===== config.mk =====
export PLATFORM = sky130hd
export DESIGN_NAME = regfile_writeback
export DESIGN_NICKNAME = d
export VERILOG_FILES = /design/src/rtl/regfile_wb_pkg.sv /design/src/rtl/writeback_queue.sv /design/src/rtl/regfile_writeback.sv
export SDC_FILE = /design/constraint.sdc
export NUM_CORES = 1
export LEC_CHECK = 0
export BUFFER_PORTS_ARGS = -buffer_cell sky130_fd_sc_hd__buf_2
export CAP_MARGIN = 40
export CORE_MARGIN = 4
export CORE_UTILIZATION = 40
export DETAILED_ROUTE_END_ITERATION = 16
export SLEW_MARGIN = 40
export SYNTH_ARGS = -nofsm -noshare
export SYNTH_HDL_FRONTEND = slang
export SYNTH_HIERARCHICAL = 1
export SYNTH_SLANG_ARGS = --single-unit

===== constraint.sdc =====
create_clock -name clk -period 6.02 [get_ports clk]
set_input_delay 1.204 -clock clk [delete_from_list [all_inputs] [get_ports clk]]
set_output_delay 1.204 -clock clk [all_outputs]
set_load 0.005 [all_outputs]

===== src/rtl/regfile_wb_pkg.sv =====
// Shared constants, queue entry type and helpers for the register-file writeback path.
package regfile_wb_pkg;

    localparam int XLEN     = 32;
    localparam int REG_W    = 5;
    localparam int WB_DEPTH = 4;
    localparam int NUM_REGS = 2 ** REG_W;

    typedef struct packed {
        logic [REG_W-1:0] rd;
        logic [XLEN-1:0]  data;
    } wb_entry_t;

    function automatic logic [NUM_REGS-1:0] rd_onehot(input logic [REG_W-1:0] rd);
        return {{(NUM_REGS-1){1'b0}}, 1'b1} << rd;
    endfunction

endpackage


===== src/rtl/writeback_queue.sv =====
// In-order circular buffer accepting up to two pushes and one pop per cycle.
// Callers must never push more entries than the free space at the start of the cycle.
module writeback_queue
    import regfile_wb_pkg::*;
#(
    parameter int DEPTH = WB_DEPTH,
    localparam int PTR_W = $clog2(DEPTH),
    localparam int CNT_W = $clog2(DEPTH + 1)
) (
    input  logic             clk,
    input  logic             rst,
    input  logic             push0,
    input  wb_entry_t        push0_entry,
    input  logic             push1,
    input  wb_entry_t        push1_entry,
    input  logic             pop,
    output wb_entry_t        entries [DEPTH],
    output logic [DEPTH-1:0] valid,
    output logic [PTR_W-1:0] age_slot [DEPTH],
    output logic [CNT_W-1:0] count,
    output logic             empty
);

    wb_entry_t        entries_r [DEPTH];
    logic [DEPTH-1:0] valid_r;
    logic [PTR_W-1:0] head_r;
    logic [PTR_W-1:0] tail_r;
    logic [CNT_W-1:0] count_r;

    logic [PTR_W-1:0] slot1_s;
    logic [CNT_W-1:0] push_n_s;
    logic             pop_s;
    logic             empty_s;

    // Slot selection: a lone push1 lands at the tail, otherwise right behind push0.
    always_comb begin
        empty_s  = (count_r == {CNT_W{1'b0}});
        slot1_s  = push0 ? (tail_r + PTR_W'(1)) : tail_r;
        push_n_s = CNT_W'(push0) + CNT_W'(push1);
        pop_s    = pop && !empty_s;
    end

    // Pointer, occupancy and valid-bit state.
    always_ff @(posedge clk) begin
        if (rst) begin
            head_r  <= {PTR_W{1'b0}};
            tail_r  <= {PTR_W{1'b0}};
            count_r <= {CNT_W{1'b0}};
            valid_r <= {DEPTH{1'b0}};
        end else begin
            if (pop_s) begin
                valid_r[head_r] <= 1'b0;
                head_r          <= head_r + PTR_W'(1);
            end
            if (push0) begin
                valid_r[tail_r] <= 1'b1;
            end
            if (push1) begin
                valid_r[slot1_s] <= 1'b1;
            end
            tail_r  <= tail_r + PTR_W'(push_n_s);
            count_r <= count_r + push_n_s - CNT_W'(pop_s);
        end
    end

    // Entry payload storage; contents only matter where valid_r is set.
    always_ff @(posedge clk) begin
        if (push0) begin
            entries_r[tail_r] <= push0_entry;
        end
        if (push1) begin
            entries_r[slot1_s] <= push1_entry;
        end
    end

    // Physical slot of each entry by age, oldest (head) first.
    always_comb begin
        for (int k = 0; k < DEPTH; k++) begin
            age_slot[k] = head_r + PTR_W'(k);
        end
    end

    assign entries = entries_r;
    assign valid   = valid_r;
    assign count   = count_r;
    assign empty   = empty_s;

endmodule


===== src/rtl/regfile_writeback.sv =====
// Collects ALU and load results, queues them in order and drains one per cycle to the
// register file write port, exposing pending writes and youngest-value forwarding to decode.
module regfile_writeback
    import regfile_wb_pkg::*;
#(
    parameter int XLEN_W  = XLEN,
    parameter int DEPTH   = WB_DEPTH,
    parameter int INDEX_W = REG_W
) (
    input  logic                  clk,
    input  logic                  rst,
    input  logic                  i_mem_valid,
    output logic                  o_mem_ready,
    input  logic [INDEX_W-1:0]    i_mem_rd,
    input  logic [XLEN_W-1:0]     i_mem_data,
    input  logic                  i_alu_valid,
    output logic                  o_alu_ready,
    input  logic [INDEX_W-1:0]    i_alu_rd,
    input  logic [XLEN_W-1:0]     i_alu_data,
    output logic                  o_write_enable,
    output logic [INDEX_W-1:0]    o_write_index,
    output logic [XLEN_W-1:0]     o_write_data,
    input  logic [INDEX_W-1:0]    i_read_index1,
    input  logic [INDEX_W-1:0]    i_read_index2,
    output logic                  o_fwd_hit1,
    output logic                  o_fwd_hit2,
    output logic [XLEN_W-1:0]     o_fwd_data1,
    output logic [XLEN_W-1:0]     o_fwd_data2,
    output logic [2**INDEX_W-1:0] o_pending,
    output logic [$clog2(DEPTH+1)-1:0] o_count
);

    localparam int PTR_W = $clog2(DEPTH);
    localparam int CNT_W = $clog2(DEPTH + 1);
    localparam logic [CNT_W-1:0] DEPTH_C = CNT_W'(DEPTH);

    wb_entry_t        entries_s [DEPTH];
    logic [DEPTH-1:0] valid_s;
    logic [PTR_W-1:0] age_s [DEPTH];
    logic [CNT_W-1:0] count_s;
    logic             empty_s;

    logic [CNT_W-1:0] free_s;
    logic             mem_ready_s;
    logic             alu_ready_s;
    logic             push0_s;
    logic             push1_s;
    logic             we_s;
    wb_entry_t        mem_entry_s;
    wb_entry_t        alu_entry_s;

    logic                m1_s;
    logic                m2_s;
    logic                hit1_s;
    logic                hit2_s;
    logic [XLEN_W-1:0]   data1_s;
    logic [XLEN_W-1:0]   data2_s;
    logic [NUM_REGS-1:0] pending_s;

    function automatic logic fwd_match(input logic v, input logic [INDEX_W-1:0] rd,
                                       input logic [INDEX_W-1:0] idx);
        return v && (rd == idx) && (idx != {INDEX_W{1'b0}});
    endfunction

    // Handshakes: space comes from the start-of-cycle count, and the ALU slot is reserved
    // behind a valid load even when either result targets x0 and is then dropped.
    always_comb begin
        free_s      = DEPTH_C - count_s;
        mem_ready_s = !rst && (free_s >= CNT_W'(1));
        alu_ready_s = !rst && (free_s >= (CNT_W'(1) + CNT_W'(i_mem_valid)));
        push0_s     = i_mem_valid && mem_ready_s && (i_mem_rd != {INDEX_W{1'b0}});
        push1_s     = i_alu_valid && alu_ready_s && (i_alu_rd != {INDEX_W{1'b0}});
        we_s        = !empty_s && !rst;
        mem_entry_s = '{rd: i_mem_rd, data: i_mem_data};
        alu_entry_s = '{rd: i_alu_rd, data: i_alu_data};
    end

    writeback_queue #(.DEPTH(DEPTH)) u_queue (
        .clk         (clk),
        .rst         (rst),
        .push0       (push0_s),
        .push0_entry (mem_entry_s),
        .push1       (push1_s),
        .push1_entry (alu_entry_s),
        .pop         (we_s),
        .entries     (entries_s),
        .valid       (valid_s),
        .age_slot    (age_s),
        .count       (count_s),
        .empty       (empty_s)
    );

    // Forwarding walks oldest to youngest so the last match wins.
    always_comb begin
        m1_s    = 1'b0;
        m2_s    = 1'b0;
        hit1_s  = 1'b0;
        hit2_s  = 1'b0;
        data1_s = {XLEN_W{1'b0}};
        data2_s = {XLEN_W{1'b0}};
        for (int k = 0; k < DEPTH; k++) begin
            m1_s    = fwd_match(valid_s[age_s[k]], entries_s[age_s[k]].rd, i_read_index1);
            m2_s    = fwd_match(valid_s[age_s[k]], entries_s[age_s[k]].rd, i_read_index2);
            hit1_s  = hit1_s | m1_s;
            hit2_s  = hit2_s | m2_s;
            data1_s = m1_s ? entries_s[age_s[k]].data : data1_s;
            data2_s = m2_s ? entries_s[age_s[k]].data : data2_s;
        end
    end

    // Pending-write mask over queued destinations; x0 never appears.
    always_comb begin
        pending_s = {NUM_REGS{1'b0}};
        for (int i = 0; i < DEPTH; i++) begin
            pending_s = pending_s | (valid_s[i] ? rd_onehot(entries_s[i].rd) : {NUM_REGS{1'b0}});
        end
        pending_s[0] = 1'b0;
    end

    assign o_mem_ready    = mem_ready_s;
    assign o_alu_ready    = alu_ready_s;
    assign o_write_enable = we_s;
    assign o_write_index  = entries_s[age_s[0]].rd;
    assign o_write_data   = entries_s[age_s[0]].data;
    assign o_fwd_hit1     = hit1_s && !rst;
    assign o_fwd_hit2     = hit2_s && !rst;
    assign o_fwd_data1    = rst ? {XLEN_W{1'b0}} : data1_s;
    assign o_fwd_data2    = rst ? {XLEN_W{1'b0}} : data2_s;
    assign o_pending      = rst ? {NUM_REGS{1'b0}} : pending_s;
    assign o_count        = rst ? {CNT_W{1'b0}} : count_s;

endmodule

==> flow_metrics.py <==
metrics = {
    "run_status": {
        "status": "finished, final reports clean",
    },
    "place": {
        "place_congestion": 0.876,
        "dpl-instance-area_um2": 17200,
        "dp_hpwl_mm": 39.3,
        "port_buffers": 227,
    },
    "clocking": {
        "numCtsBuffers": 17,
        "cts_resized": 0,
        "htreeDepth": 4,
        "postCtsSetupBuffers": 0,
        "clk_pin_slew_ns": 0.07,
        "cts.sink_count": 159,
        "hold_buffers": 0,
        "cts_buffer_depth": 2,
        "cts_tree": "built",
        "worstSkewPairLatency_ns": 0.46,
        "root_buffer": "clkbuf_16",
    },
    "worst_hold_path": {
        "min_from": "u_queue/valid[0]",
        "min_path_type": "reg2reg",
    },
    "timing": {
        "hold_viol": 0,
        "fmax_ghz": 0.175,
        "slew_violations": 0,
        "skew_ns": 0.0104,
        "fin_crit_ns": 5.70,
        "max_slew_margin_pct": 42.1,
        "rsz0062_at_grt": "false",
        "setup_viol": 0,
        "setup-tns-final_ns": 0,
        "tightest_slew_ns": 0.866,
        "fin_crit_sh_pct": 94.7,
    },
    "cells_and_area": {
        "nFillCells": 3813,
        "drive_above_1_share_pct": 39.5,
        "multi_input_area_um2": 11900,
        "area_growth_pct": 12.0,
        "seq_area_um2": 3190,
        "nets": 1905,
        "final_area_um2": 17900,
    },
    "power": {
        "leakagePower_uw": 0.00730,
        "p_per_area_nw_per_um2": 477,
        "ir_worst_vdd_mv": 0.245,
    },
    "detailed_routing": {
        "via_count": 15000,
        "routedWlPerCell_um": 25.1,
        "drc": 0,
        "vias_per_cell": 6.42,
        "routed_wirelength_mm": 58.7,
        "drt_iter0_markers": 1479,
        "ant_nets": 0,
        "drt_first_pass_iters": 5,
    },
    "floorplan": {
        "core-area_um2": 39100,
        "start_util_pct": 40.9,
        "die_w_um": 208,
        "num_rows": 72,
        "io_pins": 229,
        "die_y_um": 208,
        "dieArea_um2": 43200,
    },
    "logic_synthesis": {
        "synthTopCellsByArea": "dfxtp_1 20%, mux2_2 19%, mux4_2 13%",
        "synth_cell_types": 62,
        "synth_top_area_share_pct": 19.9,
        "synth_edf_count": 0,
        "synth_seq_cells": 159,
        "post-synth-top-area-cell": "dfxtp_1",
        "syn_inst": 1699,
        "syn-num-nets": 1805,
        "yosysSeqAreaShare_pct": 19.9,
        "ys_top_cells_by_count": "269 x mux2_2, 159 x dfxtp_1, 112 x o21ai_0",
        "synth_ff_type": "dfxtp_1",
        "syn-cell-area_um2": 16000,
        "yosysWarnings": 6,
        "synth.most_common_cell": "mux2_2",
        "async_flop_share_pct": 0,
        "avgSynthCellArea_um2": 9.40,
    },
    "critical_path": {
        "start_kind": "flop",
        "crit_path_start": "u_queue/head_r[1]",
        "worstPathRequired_ns": 4.82,
        "arrival_ns": 4.50,
        "cp_max_fo": 36,
        "worstSetupEndpointType": "output pin",
        "r2r-start": "u_queue/count[0]",
        "critical_path_class": "reg2out",
    },
    "grt": {
        "grt_antenna_before_repair": 13,
        "grt-ovfl-total": 0,
        "grt_pass1_wl_mm": 90.0,
        "grt_pass1_vias": 14900,
        "grt_max_degree": 74,
        "grt_usage_pct": 26.2,
    },
    "run": {
        "cap_violations": 0,
    },
}
-- final timing paths --
kind	to	slack [ns]	depth (start not counted)
max reg2reg	u_queue/entries[94]	2.41	9
min	u_queue/valid[0]	0.66	2
min reg2reg	u_queue/valid[0]	0.66	2
max	o_fwd_data1[16]	0.32	12
-- cells in the final DEF (no fill, tap or decap), types with 13 or more instances in the layout --
cell type  instances
mux4_2            92
dfxtp_1          157
nor2_1            95
o22ai_1           15
a21oi_1           85
buf_4             35
nand3_1           72
a211oi_1          61
a221oi_1          15
mux2i_1           60
mux2_2           269
xnor2_1           33
and3_1            13
ha_1              16
o31a_1            59
nand2_1           80
nor3b_1           14
a22oi_1           30
clkbuf_16         17
xor2_1            13
o21ai_0          112
mux2_1            76
buf_2            226
inv_1             24
-- cells by family (layout without fill, tap and decap cells) --
| family | count (synthesis) | in the layout | synth area share, % |
|---|---|---|---|
| and+or+nand+nor | 345 | 345 | 10.6 |
| muxes | 508 | 508 | 42.2 |
| buffers and inverters | 211 | 323 | 6.55 |
| DFF | 159 | 159 | 19.9 |
| adders and majority gates | 18 | 18 | 1.46 |
| other | 1 | 7 | 0.0235 |
| xor gates and xnor gates | 46 | 46 | 2.52 |
| AOI/OAI and AO/OA | 411 | 411 | 16.7 |
-- state kept, by name, indices dropped and copies added (netlist names) --
| signal | flops |
|---|---|
| u_queue/count | 3 |
| u_queue/entries | 148 |
| u_queue/head_r | 2 |
| u_queue/valid | 4 |
| u_queue/tail_r | 2 |
-- stage by stage --
step	instances	power [uW]	setup WS [ns]	hold WS (ns)	utilization (%)
3_5_place_dp	2298	7240	0.843	0.638	44.1
3_3_place_gp	2295	7090	0.867	0.623	43.9
6_report	2335	8540	0.319	0.658	45.8
2_1_floorplan	1699	5840	1.64	0.473	-
4_1_cts	2329	8500	0.370	0.651	45.7
5_1_grt	2334	9100	0.0550	0.694	45.8
-- metal layers --
| layer | vias to the layer above | GRT usage, % | wire (um) |
|---|---|---|---|
| met3 | 164 | 5.23 | 4540 |
| met1 | 7401 | 33.7 | 24000 |
| met2 | 750 | 42.9 | 27500 |
| met5 | - | 0 | 102 |
| met4 | 14 | 11.4 | 2590 |
| li1 | 6672 | - | - |
-- where the power goes --
part | total, uW | internal, uW | switching [uW]
Combinational | 5000 | 2500 | 2500
Sequential | 2310 | 1580 | 738
Clock | 1230 | 737 | 492
-- worst max-delay path, stage by stage (launching register included) --
cell and delay [ns]:
dfxtp_2 0.35, inv_4 0.14, ha_2 0.44, buf_4 0.56, clkinv_2 0.28, mux4_2 0.39
xnor2_1 0.25, nand4_1 0.27, nor3_4 0.28, buf_4 0.36, nand2_1 0.09, a21oi_1 0.41
buf_2 0.20
-- area by class of cell --
class	count	share of cell area, %
diodes	6	0.0839
flip-flops and latches	159	17.8
clock inverters	13	1.19
repair buffers	265	8.06
multi-input cells	1329	66.2
clock buffers	18	2.40
well taps	518	3.62
inverters	27	0.601
(Power assumes the default switching activity.)
